## config.mk

```make
export PLATFORM = sky130hd
export DESIGN_NAME = fifo_buffer
export DESIGN_NICKNAME = d
export VERILOG_FILES = /design/src/rtl/fifo_buffer.sv
export SDC_FILE = /design/constraint.sdc
export NUM_CORES = 1
export LEC_CHECK = 0
export ABC_AREA = 1
export CORE_UTILIZATION = 50
export CTS_CLUSTER_DIAMETER = 200
export CTS_CLUSTER_SIZE = 28
export DETAILED_ROUTE_END_ITERATION = 8
export GPL_TIMING_DRIVEN = 1
export PLACE_DENSITY = 0.77
export SLEW_MARGIN = 25
export SYNTH_ARGS = -nofsm -noshare
export SYNTH_HDL_FRONTEND = slang
export SYNTH_SLANG_ARGS = --single-unit
```

## constraint.sdc

```tcl
create_clock -name clock -period 2.02 [get_ports clock]
set_clock_uncertainty 0.05 [all_clocks]
set_input_delay 0.505 -clock clock [delete_from_list [all_inputs] [get_ports clock]]
set_output_delay 0.505 -clock clock [all_outputs]
set_load 0.03 [all_outputs]
```

## src/rtl/fifo_buffer.sv

```systemverilog
// fifo_buffer: single-clock FIFO (DEPTH=2**ADDR_WIDTH) with registered read data, count, threshold flags, sticky errors
module fifo_buffer #(
  parameter int DATA_WIDTH = 15,
  parameter int ADDR_WIDTH = 3,
  parameter int AF_LEVEL = 6,
  parameter int AE_LEVEL = 2
) (
  input  logic                  clock,
  input  logic                  reset,
  input  logic [DATA_WIDTH-1:0] dataIn,
  input  logic                  wen,
  input  logic                  ren,
  input  logic                  clearErr,
  output logic [DATA_WIDTH-1:0] dataOut,
  output logic                  valid,
  output logic                  full,
  output logic                  empty,
  output logic                  almostFull,
  output logic                  almostEmpty,
  output logic [ADDR_WIDTH:0]   count,
  output logic                  overflow,
  output logic                  underflow
);
  localparam int DEPTH = 1 << ADDR_WIDTH;
  localparam logic [ADDR_WIDTH:0] ONE = 1;
  localparam logic [ADDR_WIDTH:0] FULL_CNT = {1'b1, {ADDR_WIDTH{1'b0}}};
  localparam logic [ADDR_WIDTH:0] AF_CNT = AF_LEVEL[ADDR_WIDTH:0];
  localparam logic [ADDR_WIDTH:0] AE_CNT = AE_LEVEL[ADDR_WIDTH:0];
  logic [DATA_WIDTH-1:0] mem [DEPTH];
  logic [ADDR_WIDTH:0] wr_ptr, rd_ptr;
  logic wr_acc, rd_acc;
  always_comb begin
    full = count == FULL_CNT;
    empty = count == '0;
    almostFull = count >= AF_CNT;
    almostEmpty = count <= AE_CNT;
    rd_acc = ren && !empty;
    wr_acc = wen && (!full || rd_acc);
  end
  always_ff @(posedge clock)
    if (wr_acc && !reset) mem[wr_ptr[ADDR_WIDTH-1:0]] <= dataIn;
  always_ff @(posedge clock or posedge reset)
    if (reset) begin
      wr_ptr <= '0;
      rd_ptr <= '0;
      count <= '0;
      dataOut <= '0;
      valid <= 1'b0;
      overflow <= 1'b0;
      underflow <= 1'b0;
    end else begin
      if (wr_acc) wr_ptr <= wr_ptr + ONE;
      if (rd_acc) rd_ptr <= rd_ptr + ONE;
      if (rd_acc) dataOut <= mem[rd_ptr[ADDR_WIDTH-1:0]];
      valid <= rd_acc;
      count <= wr_acc && !rd_acc ? count + ONE : rd_acc && !wr_acc ? count - ONE : count;
      overflow <= wen && !wr_acc ? 1'b1 : clearErr ? 1'b0 : overflow;
      underflow <= ren && !rd_acc ? 1'b1 : clearErr ? 1'b0 : underflow;
    end
endmodule

```

==> impl_metrics.env <==
export IMPL_route_vias_total=4518
export IMPL_path_delay_family="buffers and inverters"
export IMPL_fmax_ghz=0.504
export IMPL_io_pins=46
export IMPL_die_y_um=116
export IMPL_post_dp_cell_area_um2=7280
export IMPL_p_total_mw=11.4
export IMPL_postSynthCellCount=617
export IMPL_crit_required_ns=1.46
export IMPL_die_w_um=116
export IMPL_tns_ns=0
export IMPL_clock_latency_ns=0.42
export IMPL_final_cells=880
export IMPL_worstRegToRegCells=14
export IMPL_clock_sinks=148
export IMPL_syn2layout_area_growth_pct=23.3
export IMPL_utilization_pct=63.0
export IMPL_endpoint="dataOut[3]"
export IMPL_seq_power_share_pct=35.1
export IMPL_dp_worst_setup_slack_ns=-0.334
export IMPL_cts_buffers_inserted=17
export IMPL_vdd_drop_max_mv=0.836
export IMPL_clockBufferDepth=2
export IMPL_cpMaxStageDelayCell="clkdlybuf4s50_1"
export IMPL_cp_arrival_ns=1.43
export IMPL_r2r_slack_ns=0.04
export IMPL_track_usage_pct=23.7
export IMPL_drt_wl_total_um=14400
export IMPL_hp_class="reg -> reg"
export IMPL_setup_slack_ns=0.0342
export IMPL_nets=721
export IMPL_power_internal_mw=7.27
export IMPL_worst_setup_path_start_kind="flop"
export IMPL_synth_cell_types=29
export IMPL_initial_core_util_pct=51.1
export IMPL_period_share_pct=98.3
export IMPL_synth_seq_cells=148
export IMPL_post_drt_via_cell_ratio=5.13
export IMPL_gp_congestion=0.894
export IMPL_worst_slew_pin_slew_ns=0.650
export IMPL_path_buf_inv=1
export IMPL_hold_ws_ns=0.428
export IMPL_synth_area_um2=6450
export IMPL_cts_tree="yes"
export IMPL_layout_common_cells="nand2_1, edfxtp_1, inv_1"
export IMPL_max_cap_violations=0
export IMPL_avgSynthCellArea_um2=10.4
export IMPL_cellPowerDensity_nw_per_um2=1440
export IMPL_ys_warn_count=0
export IMPL_drive_above_1_share_pct=15.5
export IMPL_layout_commonest_cell="nand2_1"
export IMPL_path_depth=1
export IMPL_status="complete, no violations"
export IMPL_path_clk_slew_ns=0.06
export IMPL_antennaDiodeCount=0
export IMPL_path_cells="clkdlybuf4s50_1"
export IMPL_yosysSeqAreaShare_pct=66.8
export IMPL_drt_pass1_iter_count=7
export IMPL_combPwrFrac_pct=36.6
export IMPL_path_max_fanout=2
export IMPL_max_stage_delay_ns=0.67
export IMPL_hold_viol_final=0
export IMPL_stdcell_area_um2=7950
export IMPL_wl_per_cell_um=16.4
export IMPL_path_class="reg -> out"
export IMPL_port_buffers=45
export IMPL_crit_path_end_kind="output port"
export IMPL_rows=41
export IMPL_antenna_found_initial=0
export IMPL_leakagePower_nw=3.60
export IMPL_p_switching_mw=4.14
export IMPL_holdBufCountCts=0
export IMPL_grt_ovfl_total=0
export IMPL_r2r_end="count[3]"
export IMPL_fin_crit_ns=1.99
export IMPL_route_antenna_remaining_nets=0
export IMPL_clockPowerShare_pct=28.3
export IMPL_slew_headroom_pct=56.7
export IMPL_crit_start="dataOut[3]"
export IMPL_drt_iter0_markers=474
export IMPL_die_area_um2=13400
export IMPL_rsz0062_at_grt="yes"
export IMPL_syn_num_nets=643
export IMPL_grt_max_degree=62
export IMPL_dp_hpwl_um=9410
export IMPL_grt_first_pass_wirelength_um=22800
export IMPL_setup_viol=0
export IMPL_clock_root_buffer="clkbuf_16"
export IMPL_grt_pass1_vias=4548
export IMPL_coreArea_um2=12600
export IMPL_drc=0
export IMPL_cts_max_level=4
export IMPL_netSwitchingFraction_pct=36.3
export IMPL_dp_cells=843
export IMPL_report_final_slew_viol_count=0
export IMPL_r2r_start="count[1]"
==> power groups by stage <==
stage	combinational (mW)	sequential [mW]	clock, mW
5_1_grt	4.58	4.05	3.40
6_report	4.18	4.00	3.23
4_1_cts	4.11	4.01	3.28
3_3_place_gp	4.01	4.05	0
2_1_floorplan	2.42	4.45	0
3_5_place_dp	4.15	4.07	0
==> flip-flops by register name (all words and copies together), names as in the netlist <==
signal,cells
mem,120
valid,1
rd_ptr,3
count,4
dataOut,15
overflow,1
underflow,1
wr_ptr,3
==> cell usage after synthesis (all sizes together) <==
cell	count	share of area (%)
or2	2	0.23
buf	20	2.1
xnor2	2	0.27
edfxtp	120	56
fa	1	0.31
nand4	1	0.19
nand2	205	12
nand3	98	8.3
nor2	12	1.0
o22ai	1	0.097
clkbuf	4	0.25
o21ai	7	0.54
inv	109	6.5
dfrtp	28	11
xor2	2	0.27
ha	5	0.97
==> routing by layer <==
metal	routed length, µm	track usage, %
met1	5800	30.1
met2	7140	39.8
met3	1190	5.28
met4	281	9.52
met5	0	0
==> worst min-delay path by stage <==
| stage | startpoint | to | slack (ns) | depth (start not counted) |
|---|---|---|---|---|
| after floorplan | reset | dataOut[0] | 0.38 | 1 |
| after global routing | dataOut[10] | dataOut[10] | 0.45 | 2 |
| after detailed placement | dataOut[6] | dataOut[6] | 0.42 | 2 |
| final | dataOut[0] | dataOut[0] | 0.43 | 2 |
| after CTS | dataOut[10] | dataOut[10] | 0.44 | 2 |
| after global placement | dataOut[9] | dataOut[9] | 0.42 | 2 |
==> repair_timing <==
action,4_1_cts,5_1_grt
buffers inserted,1,4
hold endpoints to repair,0,0
resized for setup,23,19
endpoints found under the setup margin,16,11
pin swaps,1,8
==> layout make-up <==
type / instances / area (µm²)
Clock buffer: 20 / 447
Fill cell: 1024 / 4670
Tap cell: 172 / 215
Timing Repair Buffer: 83 / 744
Inverter: 109 / 425
Clock inverter: 12 / 161
Sequential cell: 148 / 4310
Multi-Input combinational cell: 336 / 1640
==> logic make-up (layout without fill, tap and decap cells) <==
| group | Yosys count | after routing | share of synthesized area, % |
|---|---|---|---|
| adders and majority gates | 6 | 6 | 1.28 |
| buffers and inverters | 133 | 224 | 8.81 |
| DFF | 148 | 148 | 66.8 |
| xor gates and xnor gates | 4 | 4 | 0.544 |
| and+or+nand+nor | 318 | 318 | 22.0 |
| AOI/OAI and AO/OA | 8 | 8 | 0.641 |
No activity file was read; power rests on OpenSTA's default activity.
